<file path="config.mk">
export PLATFORM = sky130hd
export DESIGN_NAME = mem_stage
export DESIGN_NICKNAME = d
export VERILOG_FILES = /design/src/rtl/cpu_pkg.sv /design/src/rtl/pipe_mem_wb.sv /design/src/rtl/mem_stage.sv
export SDC_FILE = /design/constraint.sdc
export NUM_CORES = 1
export LEC_CHECK = 0
export ABC_AREA = 1
export CORE_MARGIN = 5
export CORE_UTILIZATION = 42
export CTS_CLUSTER_SIZE = 12
export DETAILED_ROUTE_END_ITERATION = 7
export GPL_TIMING_DRIVEN = 0
export HOLD_SLACK_MARGIN = 0.06
export PLACE_DENSITY = 0.86
export SYNTH_ARGS = -nofsm -noshare
export SYNTH_HDL_FRONTEND = slang
export SYNTH_SLANG_ARGS = --single-unit
</file>
<file path="constraint.sdc">
create_clock -name clk -period 1.4 [get_ports clk]
set_input_delay 0.21 -clock clk [delete_from_list [all_inputs] [get_ports clk]]
set_output_delay 0.21 -clock clk [all_outputs]
set_load 0.02 [all_outputs]
</file>
<file path="src/rtl/cpu_pkg.sv">
// Shared CPU types: datapath widths, memory-stage FSM encoding and the
// EX/MEM control bundle carried alongside the ALU result.
package cpu_pkg;

   localparam int DW = 16;
   localparam int RW = 4;

   typedef enum logic {
      IDLE   = 1'b0,
      ACCESS = 1'b1
   } mem_state_t;

   typedef struct packed {
      logic          reg_write;
      logic          mem_read;
      logic          mem_write;
      logic          mem_to_reg;
      logic [RW-1:0] rd;
   } exmem_ctrl_t;

   function automatic logic is_mem_op(input exmem_ctrl_t c);
      return c.mem_read | c.mem_write;
   endfunction

endpackage

</file>
<file path="src/rtl/pipe_mem_wb.sv">
// MEM/WB pipeline register. A load captures a retiring instruction; any other
// edge inserts a bubble while index and data keep their last value.
module pipe_mem_wb
   import cpu_pkg::*;
(
   input  logic          clk,
   input  logic          rst,
   input  logic          load,
   input  logic          next_valid,
   input  logic          next_reg_write,
   input  logic [RW-1:0] next_rd,
   input  logic [DW-1:0] next_data,
   output logic          valid,
   output logic          reg_write,
   output logic [RW-1:0] rd,
   output logic [DW-1:0] data
);

   always_ff @(posedge clk or negedge rst) begin
      if (!rst) begin
         valid     <= 1'b0;
         reg_write <= 1'b0;
         rd        <= '0;
         data      <= '0;
      end else if (load) begin
         valid     <= next_valid;
         reg_write <= next_reg_write;
         rd        <= next_rd;
         data      <= next_data;
      end else begin
         valid     <= 1'b0;
         reg_write <= 1'b0;
      end
   end

endmodule

</file>
<file path="src/rtl/mem_stage.sv">
// Memory-access stage: EX/MEM register, load/store FSM over a variable-latency
// req/ack data-memory port, upstream stall, and the MEM/WB register.
module mem_stage
   import cpu_pkg::*;
(
   input  logic          clk,
   input  logic          rst,
   input  logic          ex_valid,
   input  logic [DW-1:0] ex_alu_result,
   input  logic [DW-1:0] ex_store_data,
   input  logic [RW-1:0] ex_rd,
   input  logic          ex_reg_write,
   input  logic          ex_mem_read,
   input  logic          ex_mem_write,
   input  logic          ex_mem_to_reg,
   output logic          mem_stall,
   output logic          dmem_req,
   output logic          dmem_we,
   output logic [DW-1:0] dmem_addr,
   output logic [DW-1:0] dmem_wdata,
   input  logic          dmem_ack,
   input  logic [DW-1:0] dmem_rdata,
   output logic          wb_valid,
   output logic          wb_reg_write,
   output logic [RW-1:0] wb_rd,
   output logic [DW-1:0] wb_data
);

   mem_state_t  state;
   logic        m_valid;
   exmem_ctrl_t m_ctrl;
   logic [DW-1:0] m_alu_result;
   logic [DW-1:0] m_store_data;

   logic in_access;
   logic capture;
   logic ex_is_mem;
   logic acked;
   logic alu_retire;
   logic wb_load;
   logic wb_next_reg_write;
   logic [DW-1:0] wb_next_data;

   assign in_access = (state == ACCESS);
   assign mem_stall = in_access & ~dmem_ack;
   assign capture   = ~mem_stall;
   assign ex_is_mem = ex_valid & (ex_mem_read | ex_mem_write);

   // The state always describes the op held in EX/MEM, so both advance together.
   always_ff @(posedge clk or negedge rst) begin
      if (!rst) begin
         state        <= IDLE;
         m_valid      <= 1'b0;
         m_ctrl       <= '0;
         m_alu_result <= '0;
         m_store_data <= '0;
      end else if (capture) begin
         state             <= ex_is_mem ? ACCESS : IDLE;
         m_valid           <= ex_valid;
         m_ctrl.reg_write  <= ex_reg_write;
         m_ctrl.mem_read   <= ex_mem_read;
         m_ctrl.mem_write  <= ex_mem_write;
         m_ctrl.mem_to_reg <= ex_mem_to_reg;
         m_ctrl.rd         <= ex_rd;
         m_alu_result      <= ex_alu_result;
         m_store_data      <= ex_store_data;
      end
   end

   assign dmem_req   = in_access;
   assign dmem_we    = in_access & m_ctrl.mem_write;
   assign dmem_addr  = m_alu_result;
   assign dmem_wdata = m_store_data;

   // A set mem_write makes the op a store even if mem_read is also set.
   assign acked             = in_access & dmem_ack;
   assign alu_retire        = m_valid & ~is_mem_op(m_ctrl) & ~in_access;
   assign wb_load           = alu_retire | acked;
   assign wb_next_reg_write = m_ctrl.reg_write & ~m_ctrl.mem_write;
   assign wb_next_data      = (acked & ~m_ctrl.mem_write & m_ctrl.mem_to_reg)
                              ? dmem_rdata : m_alu_result;

   pipe_mem_wb u_mem_wb (
      .clk            (clk),
      .rst            (rst),
      .load           (wb_load),
      .next_valid     (1'b1),
      .next_reg_write (wb_next_reg_write),
      .next_rd        (m_ctrl.rd),
      .next_data      (wb_next_data),
      .valid          (wb_valid),
      .reg_write      (wb_reg_write),
      .rd             (wb_rd),
      .data           (wb_data)
   );

endmodule
</file>
Yosys cells after proc, flatten, opt, wreduce, memory -nomap -nowiden
Index checks and enable logic that the tools add are counted.
- register bits after elaboration: 64
- output and inout bits: 57
- mux-type cells: 4
- bitwise gates (word level): 16
- operator list (cell ; number):
    $mux 16 ; 1
    $and 1x1->1 ; 9
    $not 1->1 ; 4
    $mux 1 ; 3
    $or 1x1->1 ; 3

Logic depth before layout (Yosys ltp)
- depth after elaboration: 6
- mapped depth: 8
- gate-level depth less buffers: 7

By module
A second synthesis with hierarchy kept.
- cells, all modules: 331
- area, all modules: 2697.6 µm²
- modules (own cells, without submodules) (module ; instances ; area each (µm²) ; sequential area each (µm²) ; cells each):
    mem_stage ; 1 ; 1865.5 ; 1051.0 ; 240
    pipe_mem_wb ; 1 ; 832.0 ; 550.5 ; 91

Least setup slack after synthesis
No wires, ideal clock.
- kind: flip-flop to flip-flop
- start point: register state, in the netlist dmem_req
- end point: register u_mem_wb.data[5]
- required time: 1.283 ns
- stages on the path, launching flop included: 9
- arrival: 1.153 ns
- period minus slack after synthesis: 1.270 ns
- setup slack: 0.130 ns
- setup time: 0.117 ns
- cell sequence: dfrtp_1 nand2_2 inv_4 nand2_2 buf_2 nand2_1 nand2_1 nand2_1 nand2_1
- word-level cells in the longest chain between the ends: 4
- elaborated cells between the ends (all ways): 7
- RTL lines (item ; RTL line ; text):
    from (decl) ; mem_stage.sv:29 ; mem_state_t state;
    from (signal assigned) ; mem_stage.sv:58 ; state <= ex_is_mem ? ACCESS : IDLE;
    $and 1x1->1 ; mem_stage.sv:76 ; assign acked = in_access & dmem_ack;
    $and 1x1->1 (2 in series) ; mem_stage.sv:80 ; assign wb_next_data = (acked & ~m_ctrl.mem_write & m_ctrl.mem_to_reg)
    $mux 16 ; mem_stage.sv:81 ; ? dmem_rdata : m_alu_result;
    to (signal assigned) ; pipe_mem_wb.sv:29 ; data <= next_data;
    to (decl) ; pipe_mem_wb.sv:16 ; output logic [DW-1:0] data
Several ways; a longest one is shown, not always the timed one.
A chain may end at the register's enable or synchronous reset.

Worst setup path in the final report
- start point: register m_ctrl[5] (netlist bit)
- end point: register u_mem_wb.data[4]
- word-level cells in the longest chain between the ends: 5
- elaborated cells between the ends (all ways): 9
- RTL lines (item ; RTL line ; text):
    from (decl) ; mem_stage.sv:31 ; exmem_ctrl_t m_ctrl;
    $or 1x1->1 ; cpu_pkg.sv:22 ; return c.mem_read | c.mem_write;
    $not 1->1 ; mem_stage.sv:77 ; assign alu_retire = m_valid & ~is_mem_op(m_ctrl) & ~in_access;
    $and 1x1->1 (2 in series) ; mem_stage.sv:77 ;
    $or 1x1->1 ; mem_stage.sv:78 ; assign wb_load = alu_retire | acked;
Several ways; a longest one is shown, not always the timed one.

==> results.env <==
CTS.ROOT.BUFFER_CELL='sky130_fd_sc_hd__clkbuf_8'
TOTAL_POWER_W=0.00508
SYNTH_SEQ_AREA_SHARE=0.597
SYNTH_CELL_TYPES=16
MAXSLEWVIOLCOUNT=0
PLACED_WIRE_LENGTH_ESTIMATE_AFTER_DETAILED_PLACEMENT_UM=5950
VIA_COUNT_OF_THE_FIRST_GLOBAL_ROUTING_PASS=2667
IO_BUFFERS=116
WORST-PATH-MAX-FANOUT=5
SYN_NETS=387
SYNTH.YOSYS.WARNINGS=0
STATIC-LEAKAGE-POWER_nW=2.31
WORST_SETUP_PATH_START_KIND='flip-flop'
CLOCK_SINKS=64
NUM_CTS_BUFFERS=9
DRT_DRC_VIOLATIONS_LEFT=0
SYNTH_TOP_FAMILY_BY_AREA='simple AND/OR/NAND/NOR gates'
POST_PLACEMENT_CELL_COUNT=521
SYNTHTOPCELLSBYAREA='sky130_fd_sc_hd__dfrtp_1 60%, sky130_fd_sc_hd__nand2_1 27%, sky130_fd_sc_hd__nand3_1 6.7%, sky130_fd_sc_hd__buf_2 2.2%, sky130_fd_sc_hd__o21ai_0 0.56%'
SYNTH-COMPOUND-AREA-SHARE=0.00933
POSTSYNTH.ASYNCRESETSHARE=1.00
FILL_CELLS=521
TOTAL_COUNT_OF_HOLD_CHECK_FAILURES_IN_THE_FINAL_REPORT=0
PLACEABLECOREAREA_UM2=6280
SETUP-VIOLATIONS-FINAL=0
FIN_CRIT_SH=0.993
PLACE_CONGESTION=0.902
WORSTPATHCELLLIST='buf_6, inv_4, nand4_1, nand2_2, buf_4, nand2_1, nand2_1'
WORST_SETUP_SLACK_BEFORE_CLOCK_TREE_SYNTHESIS_NS=-0.579
WORST_SETUP_PATH_END_KIND='flip-flop'
STATUS='completed'
STD_CELL_ROWS=29
LAYOUT-DRIVE-GT1-SHARE=0.141
GLOBAL_ROUTE.USAGE.TOTAL=0.194
NETLIST_INSTANCES=327
GRT_OVERFLOW=0
WORST_PATH_MOST_REPEATED_CELL='sky130_fd_sc_hd__nand2_1'
FINALINSTANCEAREA_UM2=4240
MAXCAPVIOLATIONS=0
SYNTHESIS.AREA_UM2=2680
YOSYS_REGISTER_BITS=64
VIAS=2629
CLK_LATENCY_NS=0.33
MAX_STAGE_DELAY_NS=0.41
LARGEST_NET_DEGREE_AT_THE_START_OF_GLOBAL_ROUTING=34
REGAREA_UM2=1600
SYNTH-SIMPLE-AREA-SHARE=0.351
CRITICAL-PATH-TOP-DELAY-FAMILY='simple AND/OR/NAND/NOR gates'
DETAIL_ROUTE.VIAS_PER_CELL=4.76
CP_NUM_BUF_INV=3
ANTENNA_FOUND_INITIAL=0
VDD.IR_DROP.WORST_mV=0.716
CLOCK-SKEW-FINAL_NS=0.00840
TIGHTEST_SLEW_NS=0.732
SYNTH-ADDER-AREA-SHARE=0
DRT_WL_TOTAL_UM=7910
FLOORPLAN.INITIALDENSITY=0.427
DIE_AREA_UM2=8090
POSTPLACECELLAREA_UM2=3960
ANTENNADIODECOUNT=0
TIMING.HOLD.WORST.CLASS='input port to flip-flop'
DRT_FIRST_PASS_ITERS=4
SYNTH_XOR_XNOR_AREA_SHARE=0
REG2REG_SLACK_NS=0.01
FINAL.SETUP.WORST_SLACK_NS=0.0101
WORST_PATH_REQUIRED_NS=1.67
DIE_HT_UM=89.9
WORST_PATH_MAX_DELAY_CELL='sky130_fd_sc_hd__dfrtp_1'
MULTI_INPUT_COMB_AREA_UM2=1000
SYN-MEAN-INSTANCE-AREA_UM2=8.20
MAXSLEWHEADROOM=0.512
SYNTH_EDF_COUNT=0
NUMBER_OF_LEVELS_IN_THE_CLOCK_H_TREE=3
ANT_NETS=0
DIEWIDTH_UM=89.9
FIN_CRIT_NS=1.39
LAYOUT_COMMONEST_CELL='sky130_fd_sc_hd__nand2_1'
TRITONCTS_CLOCK_TREE='done'
FIRST_ITER_VIOLATIONS=84
MOST-COMMON-LAYOUT-CELLS='183 x sky130_fd_sc_hd__nand2_1, 64 x sky130_fd_sc_hd__dfrtp_1, 58 x sky130_fd_sc_hd__clkdlybuf4s50_1, 55 x sky130_fd_sc_hd__dlygate4sd2_1, 36 x sky130_fd_sc_hd__nand3_1'
POST_LAYOUT_NONFILLER_INSTANCES=552
POST_SYNTH_MUX_AREA_SHARE=0
FLOORPLAN.IO_PINS=117
FIN_HOLD_WS_NS=0.407
WIRE_LENGTH_OF_THE_FIRST_GLOBAL_ROUTING_PASS_UM=12700
CLKSLEWWORSTSETUPHOLDPATHS_NS=0.07
CTS-ROOT-TO-SINK-BUFFERS=2
CELL_TAKING_THE_MOST_AREA_AFTER_SYNTHESIS='sky130_fd_sc_hd__dfrtp_1'
DETAIL_ROUTE.WL_PER_CELL_UM=14.3
RSZ0062_AT_GRT='yes'
POWER-PER-CELL-AREA_nW_PER_UM2=1200
FINAL_NETS=530
KIND_OF_CRITICAL_PATH='flip-flop to flip-flop'
CRITPATHARRIVALTIME_NS=1.66
ACHIEVABLE_CLOCK_FREQUENCY_MHz=719
SYNTH_FF_TYPE='sky130_fd_sc_hd__dfrtp_1'
NETLIST.AREA_LEADER.SHARE=0.597
FLOW.AREA_GROWTH_FROM_SYNTHESIS_PCT=58.2
==> layer usage <==
layer / routed length (um) / vias up / global-route usage
li1: - / 1304 / -
met1: 3000 / 1218 / 0.223
met2: 4190 / 88 / 0.337
met3: 497 / 19 / 0.0484
met4: 222 / 0 / 0.0881
met5: 0 / - / 0
==> cell usage after synthesis (2+ instances only) <==
library cell / count
sky130_fd_sc_hd__nand3_1: 36
sky130_fd_sc_hd__inv_2: 2
sky130_fd_sc_hd__inv_1: 4
sky130_fd_sc_hd__buf_2: 12
sky130_fd_sc_hd__nand2_2: 2
sky130_fd_sc_hd__clkbuf_1: 3
sky130_fd_sc_hd__o21ai_0: 3
sky130_fd_sc_hd__dfrtp_1: 64
sky130_fd_sc_hd__buf_4: 2
sky130_fd_sc_hd__nand2_1: 193
==> cell type report <==
| type | count | area share |
|---|---|---|
| Sequential cell | 64 | 0.377 |
| Timing Repair Buffer | 132 | 0.289 |
| Multi-Input combinational cell | 239 | 0.236 |
| Clock buffer | 12 | 0.0342 |
| Buffer | 17 | 0.0289 |
| Tap cell | 77 | 0.0227 |
| Inverter | 7 | 0.00737 |
| Clock inverter | 4 | 0.00472 |
==> where the power goes <==
group          internal (W)  leakage, nW  switching [W]  total (W)
combinational      0.000623         1.44       0.000825    0.00145
sequential          0.00211        0.779       0.000158    0.00227
clock              0.000680       0.0899       0.000684    0.00136
total               0.00341         2.31        0.00167    0.00508
==> tightest hold or removal path, delay by kind of cell <==
kind	cells	cell delay [ns]
buf+inv	1	0.40
simple gates	2	0.10
==> state kept, by name (all words and copies together), names as in the netlist <==
signal and count:
u_mem_wb.data 16, u_mem_wb.rd 4, m_ctrl 8, m_valid 1
dmem_addr 16, u_mem_wb.reg_write 1, dmem_wdata 16, u_mem_wb.valid 1
dmem_req 1
==> metrics by stage <==
step,TNS [ns],utilization
after floorplan,0,-
after global placement,-124.16,0.628
after detailed placement,-5.66,0.630
after CTS,-0.0639,0.651
after global routing,-0.753,0.676
final,0,0.676
==> worst paths after layout <==
path	start	to	cells after the start
setup / recovery	m_ctrl[5]	u_mem_wb.data[4]	7
hold / removal	ex_alu_result[0]	dmem_addr[0]	3
setup reg to reg	m_ctrl[5]	u_mem_wb.data[4]	7
hold reg to reg	dmem_wdata[6]	dmem_wdata[6]	2
max in group asynchronous	rst	u_mem_wb.rd[3]	3
min in group asynchronous	rst	dmem_wdata[6]	2
==> cells by family (layout without fill, tap and decap cells) <==
kind of cell,Yosys count,after routing
buffers and inverters,24,172
AND/OR/NAND/NOR,234,234
AO/OA/AOI/OAI,5,5
flip-flops,64,64
==> what timing repair did <==
item,CTS,global route
gates cloned,0,3
hold buffers,1,0
resized for setup,67,35
pin swaps,0,8
hold endpoints to repair,31,0
setup buffers,2,9
setup endpoints to repair,57,32
Note: power is estimated with default switching activity, not from simulation.
